[config.mk]
export PLATFORM = sky130hd
export DESIGN_NAME = phase_sequencer
export DESIGN_NICKNAME = d
export VERILOG_FILES = /design/src/rtl/phase_sequencer_pkg.sv /design/src/rtl/phase_sequencer_tick_gen.sv /design/src/rtl/phase_sequencer.sv
export SDC_FILE = /design/constraint.sdc
export NUM_CORES = 1
export LEC_CHECK = 0
export ABC_CLOCK_PERIOD_IN_PS = 6300
export BUFFER_PORTS_ARGS = -buffer_cell sky130_fd_sc_hd__buf_2
export CAP_MARGIN = 0
export CORE_MARGIN = 3
export CORE_UTILIZATION = 60
export CTS_CLUSTER_SIZE = 28
export DETAILED_ROUTE_END_ITERATION = 8
export MAX_ROUTING_LAYER = met4
export PLACE_DENSITY = 0.86
export SKIP_LAST_GASP = 1
export SYNTH_ARGS = -nofsm -noshare
export SYNTH_HDL_FRONTEND = slang
export SYNTH_HIERARCHICAL = 1
export SYNTH_SLANG_ARGS = --single-unit
[constraint.sdc]
create_clock -name clk -period 6.3 [get_ports clk]
set_input_delay 0.63 -clock clk [delete_from_list [all_inputs] [get_ports clk]]
set_output_delay 0.63 -clock clk [all_outputs]
set_load 0.1 [all_outputs]
[src/rtl/phase_sequencer_pkg.sv]
// -----------------------------------------------------------------------------
// phase_seq_pkg
//
// Shared types and helpers for the traffic-light phase sequencer.
//
// Contents:
//   phase_t      - FSM state encoding (FLASH, GREEN, AMBER)
//   CICLO_FLASH  - phase code driven while flashing all-amber
//   ciclo_code() - maps (state, approach index) to the 4-bit decoder code
//   max_int()    - elaboration-time maximum, used for counter sizing
//   width_of()   - $clog2 clamped to at least one bit
// -----------------------------------------------------------------------------
package phase_seq_pkg;

    typedef enum logic [1:0] {
        FLASH = 2'd0,
        GREEN = 2'd1,
        AMBER = 2'd2
    } phase_t;

    localparam logic [3:0] CICLO_FLASH = 4'd0;

    // Approach n green -> 2n+1, approach n amber -> 2n+2, flash -> 0.
    // The result never exceeds 8, so codes 9..15 cannot be produced.
    function automatic logic [3:0] ciclo_code(input phase_t phase, input logic [1:0] ap);
        logic [3:0] base;
        base = {1'b0, ap, 1'b0};
        case (phase)
            GREEN:   ciclo_code = base + 4'd1;
            AMBER:   ciclo_code = base + 4'd2;
            default: ciclo_code = CICLO_FLASH;
        endcase
    endfunction

    function automatic int max_int(input int a, input int b);
        max_int = (a > b) ? a : b;
    endfunction

    // A counter that must hold 0..n-1 needs $clog2(n) bits; a range of one
    // value would give zero bits, which is not a legal vector width.
    function automatic int width_of(input int n);
        width_of = (n > 1) ? $clog2(n) : 1;
    endfunction

endpackage : phase_seq_pkg

[src/rtl/phase_sequencer_tick_gen.sv]
// -----------------------------------------------------------------------------
// tick_gen
//
// One-second time base for the phase sequencer. A prescaler counts
// 0..CLK_HZ-1 and wraps; tick is high for exactly the cycle in which the
// count equals CLK_HZ-1.
//
// Parameters:
//   CLK_HZ - input clock frequency in Hz (cycles per tick)
//
// Ports:
//   clk  in  1 : system clock
//   rst  in  1 : asynchronous active-high reset (count 0, tick 0)
//   clr  in  1 : synchronous clear, count returns to 0 on the next edge
//   tick out 1 : registered one-cycle strobe at each period boundary
// -----------------------------------------------------------------------------
module tick_gen
    import phase_seq_pkg::*;
#(
    parameter int CLK_HZ = 27_000_000
) (
    input  logic clk,
    input  logic rst,
    input  logic clr,
    output logic tick
);

    localparam int               CNT_W    = width_of(CLK_HZ);
    localparam logic [CNT_W-1:0] CNT_LAST = CNT_W'(CLK_HZ - 1);

    logic [CNT_W-1:0] cnt_q;
    logic [CNT_W-1:0] cnt_d;
    logic             tick_q;
    logic             tick_d;

    always_comb begin
        cnt_d = cnt_q;
        if (clr) begin
            cnt_d = '0;
        end else if (cnt_q == CNT_LAST) begin
            cnt_d = '0;
        end else begin
            cnt_d = cnt_q + CNT_W'(1);
        end
        // tick is decoded from the next count so that the registered strobe
        // lines up with the cycle in which cnt_q holds CNT_LAST.
        tick_d = (cnt_d == CNT_LAST);
    end

    always_ff @(posedge clk or posedge rst) begin
        if (rst) begin
            cnt_q  <= '0;
            tick_q <= 1'b0;
        end else begin
            cnt_q  <= cnt_d;
            tick_q <= tick_d;
        end
    end

    assign tick = tick_q;

endmodule : tick_gen

[src/rtl/phase_sequencer.sv]
// -----------------------------------------------------------------------------
// phase_sequencer
//
// Autonomous traffic-light phase generator. Produces the 4-bit cycle code and
// blink-enable bit consumed by the light decoder, stepping through four
// approaches (green then amber) on a 1 s time base, and falling back to
// all-amber flash whenever en is low.
//
// Parameters:
//   CLK_HZ  - input clock frequency; one tick every CLK_HZ cycles
//   GREEN_S - green duration per approach in seconds (>= 2)
//   AMBER_S - amber duration per approach in seconds (>= 1)
//   BLINK_S - trailing seconds of green with dest set (< GREEN_S)
//
// Ports:
//   clk   in  1 : system clock
//   rst   in  1 : asynchronous active-high reset
//   en    in  1 : 1 = run the sequence, 0 = flash (level-sensitive)
//   skip  in  1 : one-cycle pulse; ends the current green early
//   ciclo out 4 : phase code (0 flash, 2n+1 green n, 2n+2 amber n)
//   dest  out 1 : blink enable during the final BLINK_S seconds of green
//   tick  out 1 : one-cycle strobe at each 1 s boundary
//
// Build option:
//   PHASE_SEQ_GREEN_BLINK_EN - when defined, dest is raised for the last
//   BLINK_S seconds of each green. When undefined, dest is constant 0 and
//   the blink-window compare is not built.
// -----------------------------------------------------------------------------
module phase_sequencer
    import phase_seq_pkg::*;
#(
    parameter int CLK_HZ  = 27_000_000,
    parameter int GREEN_S = 20,
    parameter int AMBER_S = 3,
    parameter int BLINK_S = 3
) (
    input  logic       clk,
    input  logic       rst,
    input  logic       en,
    input  logic       skip,
    output logic [3:0] ciclo,
    output logic       dest,
    output logic       tick
);

    localparam int               SEC_W      = width_of(max_int(GREEN_S, AMBER_S));
    localparam logic [SEC_W-1:0] GREEN_LAST = SEC_W'(GREEN_S - 1);
    localparam logic [SEC_W-1:0] AMBER_LAST = SEC_W'(AMBER_S - 1);

    phase_t           state_q;
    phase_t           state_d;
    logic [1:0]       ap_q;
    logic [1:0]       ap_d;
    logic [SEC_W-1:0] sec_q;
    logic [SEC_W-1:0] sec_d;
    logic [3:0]       ciclo_q;
    logic [3:0]       ciclo_d;
    logic             dest_q;
    logic             dest_d;

    logic             presc_clr;
    logic             tick_w;

    // -------------------------------------------------------------------------
    // 1 s time base
    // -------------------------------------------------------------------------
    tick_gen #(
        .CLK_HZ (CLK_HZ)
    ) u_tick_gen (
        .clk  (clk),
        .rst  (rst),
        .clr  (presc_clr),
        .tick (tick_w)
    );

    // -------------------------------------------------------------------------
    // Next-state logic
    // -------------------------------------------------------------------------
    always_comb begin
        state_d   = state_q;
        ap_d      = ap_q;
        sec_d     = sec_q;
        presc_clr = 1'b0;

        if (!en) begin
            // Disable wins over skip and over any tick-driven transition.
            state_d   = FLASH;
            ap_d      = 2'd0;
            sec_d     = '0;
            presc_clr = 1'b1;
        end else begin
            case (state_q)
                FLASH: begin
                    // Clearing the prescaler here makes the first green last
                    // a full GREEN_S seconds from the clock after en is seen.
                    state_d   = GREEN;
                    ap_d      = 2'd0;
                    sec_d     = '0;
                    presc_clr = 1'b1;
                end

                GREEN: begin
                    if (skip) begin
                        // Prescaler restart gives the following amber its
                        // full length rather than a partial first second.
                        state_d   = AMBER;
                        sec_d     = '0;
                        presc_clr = 1'b1;
                    end else if (tick_w) begin
                        if (sec_q == GREEN_LAST) begin
                            state_d = AMBER;
                            sec_d   = '0;
                        end else begin
                            sec_d = sec_q + SEC_W'(1);
                        end
                    end
                end

                AMBER: begin
                    if (tick_w) begin
                        if (sec_q == AMBER_LAST) begin
                            state_d = GREEN;
                            ap_d    = ap_q + 2'd1;  // wraps 3 -> 0
                            sec_d   = '0;
                        end else begin
                            sec_d = sec_q + SEC_W'(1);
                        end
                    end
                end

                default: begin
                    // Unused encoding: recover into flash.
                    state_d   = FLASH;
                    ap_d      = 2'd0;
                    sec_d     = '0;
                    presc_clr = 1'b1;
                end
            endcase
        end

        // Outputs are computed from the next state so that the registered
        // code changes on the same edge as the state itself.
        ciclo_d = ciclo_code(state_d, ap_d);

`ifdef PHASE_SEQ_GREEN_BLINK_EN
        dest_d = (state_d == GREEN) && (sec_d >= SEC_W'(GREEN_S - BLINK_S));
`else
        dest_d = 1'b0;
`endif
    end

`ifndef PHASE_SEQ_GREEN_BLINK_EN
    // BLINK_S has no effect in this build; this constant keeps the parameter
    // referenced so it does not look like an oversight.
    logic unused_blink_s;
    assign unused_blink_s = (BLINK_S != 0);
`endif

    // -------------------------------------------------------------------------
    // State and output registers
    // -------------------------------------------------------------------------
    always_ff @(posedge clk or posedge rst) begin
        if (rst) begin
            state_q <= FLASH;
            ap_q    <= 2'd0;
            sec_q   <= '0;
            ciclo_q <= CICLO_FLASH;
            dest_q  <= 1'b0;
        end else begin
            state_q <= state_d;
            ap_q    <= ap_d;
            sec_q   <= sec_d;
            ciclo_q <= ciclo_d;
            dest_q  <= dest_d;
        end
    end

    assign ciclo = ciclo_q;
    assign dest  = dest_q;
    assign tick  = tick_w;

endmodule : phase_sequencer
==> metrics <==
status=complete, no violations; n_diodes=0; critical path depth in cells=7; Layout fillers=approximately 270; Avg Vias per Cell=between 6 and 7; global-route wire length before repair=7.99 mm; pwr/cell area=186 nW/µm²; P&R area growth vs syn=6.40%; Nets=260; largest net degree at the start of global routing=27; Max-cap violations=0; TritonRoute pass-1 iters=4; Tcrit/Tclk final=0.376; critical path arrival=between 2000 and 3000 ps; largest fanout on the critical path=22; I/O pin count=10; core area=approximately 3500 µm²; reg2reg path depth=7; chip height=68.2 µm; initial antenna violation count=0; die area=approximately 4700 µm²; Hold Crit Class=in2async; H-tree levels=2; worst relative slew slack=0.353; Final Hold Vio Count=0; initial DRC count=107; hold_buf cts=0; register clock-pin slew on the reported worst setup and hold paths=about 80 ps; Cell Area, Placed=2390 µm²; Synth cell types=56; Clock Sinks=39; Final setup viols=0; post-layout min period=~2400 ps; drt wl/cell=about 16 µm; CP required=between 6000 and 7000 ps; Gate Count Post-Synth=between 200 and 250; Critical Setup Path Class=reg2reg; post_cts resized=0; Initial Util=0.660; r2r startpoint=u_tick_gen/cnt_q[0]$_DFF_PP0_; crit path capture type=flip-flop; Fmax achieved=~420 MHz; CTS tree=done; Design Area, Final=about 2500 µm²; clk_lat worst skew=roughly 290 ps; commonest non-fill, non-tap cell in the layout=dfrtp_1; die width=roughly 68 µm; R2R Setup Slk=roughly 4000 ps; top_reg_cell synth=dfrtp_1; CTS Buf Count=5; post-route ant nets=0; Post-Route Skew=between 6 and 7 ps; Synth Register Bits=39; leak pwr=about 1.1 nW; most frequent cells in the layout=39 x dfrtp_1, 34 x nor2_1, 16 x nand3_1; share of async-settable or async-resettable flops after synthesis=1.00; via count=1,770; Total Routed Length=about 4.6 mm; Critical Path Sink=u_tick_gen/tick$_DFF_PP0_; Worst Tran Pin Value=between 900 and 1000 ps; EDFF count, synth=0; Startpoint Class=flip-flop; clk root buf=clkbuf_8; RSZ-0062 raised after global routing=no; count of input and output buffers=8; Synth Area per Inst=9.85 µm²; pins over their slew limit=0; setup tns final=0 ps; Synth Warn #=6; maximum vdd drop=between 0.1 and 0.15 mV; Global Route Usage Sum=0.238; sequential element share of the synthesized area=0.420; Largest delay share family, worst path=simple AND/OR/NAND/NOR gates; Top cell by count, worst path=nor2_1; WP buf/inv=0; crit-path max cell delay=about 540 ps; number of setup buffers added after CTS=0; r2r endpoint=u_tick_gen/tick$_DFF_PP0_; DR DRC count=0; Slowest-stage cell, CP=a31o_2; CP Launch Point=u_tick_gen/cnt_q[0]$_DFF_PP0_; Synth Cell Area=2320 µm²; Cell Rows=21; crit-path cells=ha_1, nand3_2, nor2_1, a31o_2, nor2_1, nor4b_2, and4b_1; DP HPWL=~3.3 mm; routability cong.=0.821; number of global-route vias before repair=1,684; clk buf depth=2; grt ovf=0; Post-Synthesis Net Count=250; layout cells sized above 1=0.138
flip-flops by register name (all words and copies together) (netlist names):
signal,count
state_q,2
ciclo,4
u_tick_gen/cnt_q,25
ap_q,2
sec_q,5
u_tick_gen/tick,1
through the flow:
step,std cells,util,hold WS [ps],power [mW],setup slack (ps)
6_report,293,0.703,377,0.461,3930
5_1_grt,293,0.703,414,0.481,3780
4_1_cts,293,0.703,395,0.463,3950
3_5_place_dp,285,0.679,552,0.304,3960
3_3_place_gp,285,0.679,536,0.302,4100
2_1_floorplan,236,-,505,0.295,3860
layout make-up:
| type | instances | area [µm²] | share of cell area |
|---|---|---|---|
| clock inverters | 1 | 5.00 | 0.00202 |
| multi-input cells | 177 | 1260 | 0.510 |
| clock buffers | 7 | 76.3 | 0.0309 |
| well taps | 46 | 57.6 | 0.0233 |
| inverters | 15 | 56.3 | 0.0228 |
| repair buffers | 8 | 40.0 | 0.0162 |
| flip-flops and latches | 39 | 976 | 0.395 |
cell families after synthesis:
group	after synthesis	synth area share
and+or+nand+nor	107	0.277
adders and majority gates	11	0.0581
DFF	39	0.420
other	1	0.00161
muxes	2	0.0108
xor gates and xnor gates	24	0.0904
AOI/OAI and AO/OA	32	0.105
buffers and inverters	20	0.0371
worst min-delay path by stage:
stage,end,cells after the start,slack [ps],start
after floorplan,sec_q[0]$_DFFE_PP0P_,1,500,sec_q[0]$_DFFE_PP0P_
after global placement,sec_q[0]$_DFFE_PP0P_,1,540,sec_q[0]$_DFFE_PP0P_
after detailed placement,sec_q[0]$_DFFE_PP0P_,1,550,sec_q[0]$_DFFE_PP0P_
after CTS,sec_q[2]$_DFFE_PP0P_,2,390,rst
after global routing,ciclo[0]$_DFF_PP0_,2,410,rst
final,ciclo[2]$_DFF_PP0_,2,380,rst
cell usage after synthesis, types with 3 or more instances:
library cell,n,area (µm²)
a22o_1,3,26.3
a31oi_1,3,18.8
and3_1,3,18.8
buf_2,3,15.0
dfrtp_1,39,976
ha_1,10,125
inv_1,15,56.3
nand2_1,14,52.6
nand2b_1,4,25.0
nand3_1,16,80.1
nand4_1,3,18.8
nor2_1,34,128
nor4b_1,3,26.3
o21a_1,3,22.5
o21ai_0,7,35.0
or2_2,3,18.8
xnor2_1,11,96.3
xor2_1,13,114
power by group:
part           internal (mW)  switching, mW
combinational         0.0103         0.0324
sequential             0.253        0.00293
clock                 0.0777         0.0843
metal layers:
layer,routed length [µm],part of all wire,track usage
met4,59,0.013,0.0744
met2,2250,0.48,0.359
met5,0,0,-
met1,2120,0.46,0.323
met3,211,0.045,0.0493
Power figures use the tool's default switching activity.
